## src/rtl/pll_ctrl_pkg.sv

```systemverilog
// Shared types and constants for the PLL lock controller: FSM state codes,
// charge-pump gain codes and run-counter width.
package pll_ctrl_pkg;

   localparam int unsigned CNT_W = 16;

   typedef enum logic [2:0] {
      IDLE    = 3'd0,
      FAST    = 3'd1,
      SLOW    = 3'd2,
      LOCKED  = 3'd3,
      RESTART = 3'd4
   } pll_state_t;

   localparam logic [1:0] GAIN_OFF = 2'd0;
   localparam logic [1:0] GAIN_LO  = 2'd1;
   localparam logic [1:0] GAIN_HI  = 2'd3;

   function automatic logic [CNT_W-1:0] sat_inc(input logic [CNT_W-1:0] v);
      return (v == '1) ? v : v + CNT_W'(1);
   endfunction

endpackage

```

## src/rtl/pll_lock_ctrl_if.sv

```systemverilog
// PFD / charge-pump side of the lock controller: PFD samples in, pump controls out.
interface pll_lock_ctrl_if;

   logic       up;
   logic       down;
   logic       cp_en;
   logic [1:0] cp_gain;
   logic       pfd_rst;

   modport master (input up, down, output cp_en, cp_gain, pfd_rst);
   modport slave  (output up, down, input cp_en, cp_gain, pfd_rst);

endinterface

```

## src/rtl/pll_lock_ctrl_run_cnt.sv

```systemverilog
// Saturating consecutive-event counter; run is the length including the current sample.
module run_cnt
   import pll_ctrl_pkg::*;
(
   input  logic             clk,
   input  logic             rst,
   input  logic             clr,
   input  logic             hit,
   output logic [CNT_W-1:0] run
);

   logic [CNT_W-1:0] cnt;

   assign run = hit ? sat_inc(cnt) : '0;

   always_ff @(posedge clk) begin
      if (rst || clr) cnt <= '0;
      else            cnt <= run;
   end

endmodule

```

## src/rtl/pll_lock_ctrl.sv

```systemverilog
// PLL acquisition/lock FSM: fast acquire, slow settle, lock detect and loss
// detect from consecutive PFD quiet/error runs.
module pll_lock_ctrl
   import pll_ctrl_pkg::*;
#(
   parameter int unsigned QUIET_FAST  = 16,
   parameter int unsigned LOCK_CNT    = 64,
   parameter int unsigned ERR_MAX     = 4,
   parameter int unsigned LOSS_CNT    = 8,
   parameter int unsigned ACQ_TIMEOUT = 1024
)
(
   input  logic                   refclk,
   input  logic                   rst,
   input  logic                   en,
   pll_lock_ctrl_if.master        pfd,
   output logic                   locked,
   output logic                   lock_lost,
   output logic [2:0]             state
);

   localparam logic [CNT_W-1:0] QF_TH  = CNT_W'(QUIET_FAST);
   localparam logic [CNT_W-1:0] LK_TH  = CNT_W'(LOCK_CNT);
   localparam logic [CNT_W-1:0] ERR_TH = CNT_W'(ERR_MAX);
   localparam logic [CNT_W-1:0] LOS_TH = CNT_W'(LOSS_CNT);
   localparam logic [CNT_W-1:0] TO_TH  = CNT_W'(ACQ_TIMEOUT);

   pll_state_t       cur, nxt;
   logic             quiet, chg, rs_done;
   logic [CNT_W-1:0] q_run, e_run, dwell, dwell_inc;

   assign quiet     = (pfd.up == pfd.down);
   assign chg       = (nxt != cur);
   assign dwell_inc = sat_inc(dwell);
   assign state     = cur;

   run_cnt u_quiet (.clk(refclk), .rst(rst), .clr(chg), .hit(quiet),  .run(q_run));
   run_cnt u_err   (.clk(refclk), .rst(rst), .clr(chg), .hit(!quiet), .run(e_run));

   // Decisions use run lengths including the current sample, so the
   // transition lands on the same edge that takes the deciding sample.
   always_comb begin
      nxt = cur;
      case (cur)
         IDLE:    if (en) nxt = FAST;
         FAST:    if (q_run >= QF_TH)         nxt = SLOW;
                  else if (dwell_inc >= TO_TH) nxt = RESTART;
         SLOW:    if (q_run >= LK_TH)         nxt = LOCKED;
                  else if (e_run >= ERR_TH)   nxt = FAST;
         LOCKED:  if (e_run >= LOS_TH)        nxt = FAST;
         RESTART: if (rs_done)                nxt = FAST;
         default: nxt = IDLE;
      endcase
      if (!en) nxt = IDLE;
   end

   always_ff @(posedge refclk) begin
      if (rst) begin
         cur         <= IDLE;
         dwell       <= '0;
         rs_done     <= 1'b0;
         pfd.cp_en   <= 1'b0;
         pfd.cp_gain <= GAIN_OFF;
         pfd.pfd_rst <= 1'b1;
         locked      <= 1'b0;
         lock_lost   <= 1'b0;
      end else begin
         cur       <= nxt;
         dwell     <= chg ? '0 : ((cur == FAST) ? dwell_inc : dwell);
         rs_done   <= !chg && (cur == RESTART);
         lock_lost <= (cur == LOCKED) && (nxt == FAST);
         locked    <= (nxt == LOCKED);
         case (nxt)
            FAST: begin
               pfd.cp_en   <= 1'b1;
               pfd.cp_gain <= GAIN_HI;
               pfd.pfd_rst <= 1'b0;
            end
            SLOW, LOCKED: begin
               pfd.cp_en   <= 1'b1;
               pfd.cp_gain <= GAIN_LO;
               pfd.pfd_rst <= 1'b0;
            end
            default: begin
               pfd.cp_en   <= 1'b0;
               pfd.cp_gain <= GAIN_OFF;
               pfd.pfd_rst <= 1'b1;
            end
         endcase
      end
   end

endmodule

```

## src/flat_wrapper.sv

```systemverilog
// flat-port wrapper written by rule: the top's interface ports become plain ports
module pll_lock_ctrl_flat import pll_ctrl_pkg::*;
#(
   parameter int unsigned QUIET_FAST  = 16,
   parameter int unsigned LOCK_CNT    = 64,
   parameter int unsigned ERR_MAX     = 4,
   parameter int unsigned LOSS_CNT    = 8,
   parameter int unsigned ACQ_TIMEOUT = 1024
)
  (refclk, rst, en, locked, lock_lost, state, pfd_up, pfd_down, pfd_cp_en, pfd_cp_gain, pfd_pfd_rst);
  pll_lock_ctrl_if pfd_i ();
  input  logic refclk;
  input  logic rst;
  input  logic en;
  output logic locked;
  output logic lock_lost;
  output logic [2:0] state;
  input wire logic [$bits(pfd_i.up)-1:0] pfd_up;
  input wire logic [$bits(pfd_i.down)-1:0] pfd_down;
  output wire logic [$bits(pfd_i.cp_en)-1:0] pfd_cp_en;
  output wire logic [$bits(pfd_i.cp_gain)-1:0] pfd_cp_gain;
  output wire logic [$bits(pfd_i.pfd_rst)-1:0] pfd_pfd_rst;
  assign pfd_i.up = pfd_up;
  assign pfd_i.down = pfd_down;
  assign pfd_cp_en = pfd_i.cp_en;
  assign pfd_cp_gain = pfd_i.cp_gain;
  assign pfd_pfd_rst = pfd_i.pfd_rst;
  pll_lock_ctrl #(.QUIET_FAST(QUIET_FAST), .LOCK_CNT(LOCK_CNT), .ERR_MAX(ERR_MAX), .LOSS_CNT(LOSS_CNT), .ACQ_TIMEOUT(ACQ_TIMEOUT)) u_core (.refclk(refclk), .rst(rst), .en(en), .pfd(pfd_i), .locked(locked), .lock_lost(lock_lost), .state(state));
endmodule
```

## config.mk

```make
export PLATFORM = sky130hd
export DESIGN_NAME = pll_lock_ctrl_flat
export DESIGN_NICKNAME = d
export VERILOG_FILES = /design/src/rtl/pll_ctrl_pkg.sv /design/src/rtl/pll_lock_ctrl_if.sv /design/src/rtl/pll_lock_ctrl_run_cnt.sv /design/src/rtl/pll_lock_ctrl.sv /design/src/flat_wrapper.sv
export SDC_FILE = /design/constraint.sdc
export NUM_CORES = 1
export LEC_CHECK = 0
export CORE_ASPECT_RATIO = 1.4
export CORE_MARGIN = 2
export CORE_UTILIZATION = 55
export CTS_CLUSTER_DIAMETER = 200
export DETAILED_ROUTE_END_ITERATION = 16
export PLACE_DENSITY = 0.75
export SLEW_MARGIN = 10
export SYNTH_ARGS = -nofsm -noshare
export SYNTH_HDL_FRONTEND = slang
export SYNTH_SLANG_ARGS = --single-unit
```

## constraint.sdc

```tcl
create_clock -name refclk -period 5.1 [get_ports refclk]
set_clock_uncertainty 0.1 [all_clocks]
set_input_delay 1.02 -clock refclk [delete_from_list [all_inputs] [get_ports refclk]]
set_output_delay 1.02 -clock refclk [all_outputs]
set_load 0.01 [all_outputs]
```

==> tab_implementation.tex <==
\begin{tabular}{lr}
\hline
Metric & Value \\
\hline
\multicolumn{2}{l}{\textbf{Run status}} \\
Outcome & finished, final reports clean \\
\multicolumn{2}{l}{\textbf{Detailed routing}} \\
Met3 routed wirelength & 302 µm \\
Sum of routed wire length over all layers & 7110 µm \\
Starting DRC count in detailed routing & 398 \\
Uppermost layer routed & met4 \\
Detail Route Antenna Nets & 0 \\
Vias post-DR & 2,972 \\
1st-pass router iterations & 5 \\
Routed length on met1 & 3140 µm \\
Via density per instance & 6.23 \\
WL met2 & 3460 µm \\
Number of DRC violations after detailed routing & 0 \\
Routed length per placed instance & 14.9 µm \\
\multicolumn{2}{l}{\textbf{Clock tree}} \\
Number of buffers inserted during clock tree synthesis & 9 \\
Post-CTS Setup Repair Bufs & 0 \\
Clock transition at the registers of the reported paths & 0.07 ns \\
\# clock sinks & 57 \\
CTS H-tree lvls & 3 \\
Clock tree from TritonCTS & done \\
Buffer levels on the longest clock path & 2 \\
Source-to-sink clock delay at the later pin of the worst-skew pair & 0.33 ns \\
Total of cells resized after clock tree synthesis & 0 \\
Root buffer cell & clkbuf\_8 \\
Post-CTS Hold Fix Bufs & 0 \\
\multicolumn{2}{l}{\textbf{Yosys}} \\
Cell count after synthesis & 400 \\
Yosys warns & 0 \\
Netlist area before placement & 3230 µm² \\
Synthesized Nets & 408 \\
Avg Cell Area, Syn & 8.08 µm² \\
Yosys cell types & 59 \\
Synth area leader & dfxtp\_1 \\
Fraction of the yosys area taken by sequential cells & 35.3\% \\
Number of enable-type register cells in the synthesized netlist & 0 \\
Main synth FF type & dfxtp\_1 \\
Largest cells by area after synthesis & dfxtp\_1 (35\%), nor2\_1 (5.3\%), nor3\_1 (4.6\%) \\
Synth async-reset ratio & 0\% \\
Area share of the leading cell type in the synthesized netlist & 35.3\% \\
Register bit count reported by yosys & 57 \\
\multicolumn{2}{l}{\textbf{Finish}} \\
Antenna Cells & 0 \\
P\&R area growth vs syn & 11.3\% \\
Fraction of final layout cells with drive strength greater than 1 & 8.11\% \\
Number of nets in the layout & 411 \\
\multicolumn{2}{l}{\textbf{Floorplanning}} \\
Number of placement rows & 33 \\
Top Ports & 14 \\
Effective utilization at floorplan & 55.9\% \\
Die Y & 94.7 µm \\
Core region area & 5780 µm² \\
Die Wd & 68.8 µm \\
Die area & 6520 µm² \\
\multicolumn{2}{l}{\textbf{Pwr}} \\
Leakage dissipation & 1.19 nW \\
Power per Cell Area & 272 nW/µm² \\
Maximum VDD drop & 0.223 mV \\
\multicolumn{2}{l}{\textbf{GRT}} \\
Initial antenna violation count & 0 \\
Tot GR Track Use & 24.4\% \\
Overall overflow remaining after global route & 0 \\
First-pass GRT wire length & 12,100 µm \\
Pin count of the biggest net entering global routing & 42 \\
Number of global-route vias before repair & 2,645 \\
\multicolumn{2}{l}{\textbf{Flow run}} \\
Max-capacitance violation count & 0 \\
\multicolumn{2}{l}{\textbf{Timing}} \\
Aggregate negative setup slack & 0 ns \\
Max-Slew Margin vs Limit & 28.3\% \\
Slew at the pin closest to its max-slew limit & 1.07 ns \\
Setup violation total in the final timing report & 0 \\
Fraction of the cycle the final worst path needs & 80.0\% \\
Crit path time final & 4.08 ns \\
Final WS setup & 1.02 ns \\
Worst hold margin & 0.418 ns \\
Fmax & 245 MHz \\
RSZ-0062 raised after global routing & no \\
Final Hold Vio Count & 0 \\
Max-slew violations & 0 \\
\multicolumn{2}{l}{\textbf{Worst setup path}} \\
Endpoint class of the critical path & register \\
Crit path required time & 5.22 ns \\
Worst Setup Start Kind & primary input \\
Maximum fanout count along the critical path & 41 \\
Arrival time worst endpoint & 4.20 ns \\
Worst setup path category & primary input to register \\
\multicolumn{2}{l}{\textbf{Place}} \\
Setup slack after placement & 0.652 ns \\
RD Place Congestion & 0.895 \\
Detailed placement HPWL & 5030 µm \\
Input/output buffers & 13 \\
\multicolumn{2}{l}{\textbf{Min path}} \\
Min-delay worst type & register to register \\
\hline
\end{tabular}
[state kept, by name (all words and copies together), names as in the netlist]
name                cells
u_core.locked           1
u_core.pfd.cp_en        1
u_core.u_err.cnt       16
u_core.state            3
u_core.dwell           16
u_core.pfd.cp_gain      1
u_core.rs_done          1
u_core.u_quiet.cnt     16
u_core.pfd.pfd_rst      1
u_core.lock_lost        1
[where the power goes]
part	switching (W)	internal (W)	total (W)	leakage (nW)
logic	0.0000366	0.0000211	0.0000577	0.626
clock network	0.000182	0.000284	0.000466	0.104
registers	0.00000475	0.000450	0.000454	0.460
total	0.000223	0.000755	0.000978	1.19
[synth_stat cells, types with 3 or more instances]
master,instances
nor2b_1,5
a211oi_1,7
nand3_1,24
a21oi_1,12
nor2_1,46
a31o_2,3
mux2i_1,9
nor4_1,11
a21o_1,3
ha_1,3
xor2_1,13
nor3b_1,4
inv_1,8
buf_2,6
and4_1,4
clkbuf_1,13
nand4_1,17
a41o_1,3
nand2b_1,4
nand2_1,29
o211ai_1,3
dfxtp_1,57
o21ai_0,13
and3_1,12
xnor2_1,14
a41oi_1,3
nor3_1,30
[final cells by class]
cell class	instances	area, µm²
fill	517	2180
multi-input combinational	310	1960
sequential	57	1140
timing repair buffer	17	160
clock buffer	10	138
tap	70	87.6
clock inverter	5	80.1
inverter	8	30.0
[layer usage]
metal  global-route usage [%]  vias up
met1                     30.5     1395
met2                     38.4       71
met5                        0        -
met4                     11.3        0
li1                         -     1490
met3                     6.32       16
[per-stage QoR]
step	utilization, %	std cells	instance area, µm²	total power (W)
final	62.3	477	3600	0.000978
after global routing	62.3	477	3600	0.00101
after CTS	62.3	477	3600	0.000988
after detailed placement	58.5	462	3380	0.000522
after global placement	58.5	462	3380	0.000522
after floorplan	-	400	3230	0.000502
[placed cells by master (no fill, tap or decap), drive strengths merged, types with 4 or more instances in the layout]
master         Yosys  routed
nor3              30      30
nand3             25      25
a21oi             12      12
nor3b              5       5
nand2             29      29
mux2i              9       9
xnor2             14      14
clkbuf            14      10
xor2              13      13
and3              12      12
inv                8       8
a211oi             7       7
nor2              46      46
clkdlybuf4s50      0      13
nand2b             4       4
and4               4       4
nor4              12      12
buf               11       4
o21ai             14      14
nand4             18      18
dfxtp             57      57
nor2b              5       5
[critical path, cell delays in order]
cell,delay (ns)
clkdlybuf4s50_1,0.54
xor2_2,0.52
o211a_1,0.24
a311oi_1,0.05
o221ai_1,0.14
o41a_1,0.20
o41ai_2,0.07
nor3b_2,0.19
o21ai_4,0.84
buf_4,0.30
nor3_1,0.06
[cell families after synthesis]
logic type	Yosys count	synth area share (%)
simple gates	200	32.6
flops	57	35.3
compound gates	71	16.3
fa+ha+maj	3	1.16
buf+inv	33	4.57
mux	9	2.79
xor+xnor	27	7.31
[final timing paths]
path,start,endpoint,slack (ns),cells past startpoint
worst max-delay path,pfd_down,u_core.dwell[12]$_SDFFE_PP0P_,1.02,11
worst min-delay path,u_core.dwell[5]$_SDFFE_PP0P_,u_core.dwell[5]$_SDFFE_PP0P_,0.42,2
worst max register to register,u_core.u_err.cnt[7]$_SDFF_PP0_,u_core.dwell[12]$_SDFFE_PP0P_,1.36,10
worst min register to register,u_core.dwell[5]$_SDFFE_PP0P_,u_core.dwell[5]$_SDFFE_PP0P_,0.42,2
Power figures use the tool's default switching activity.
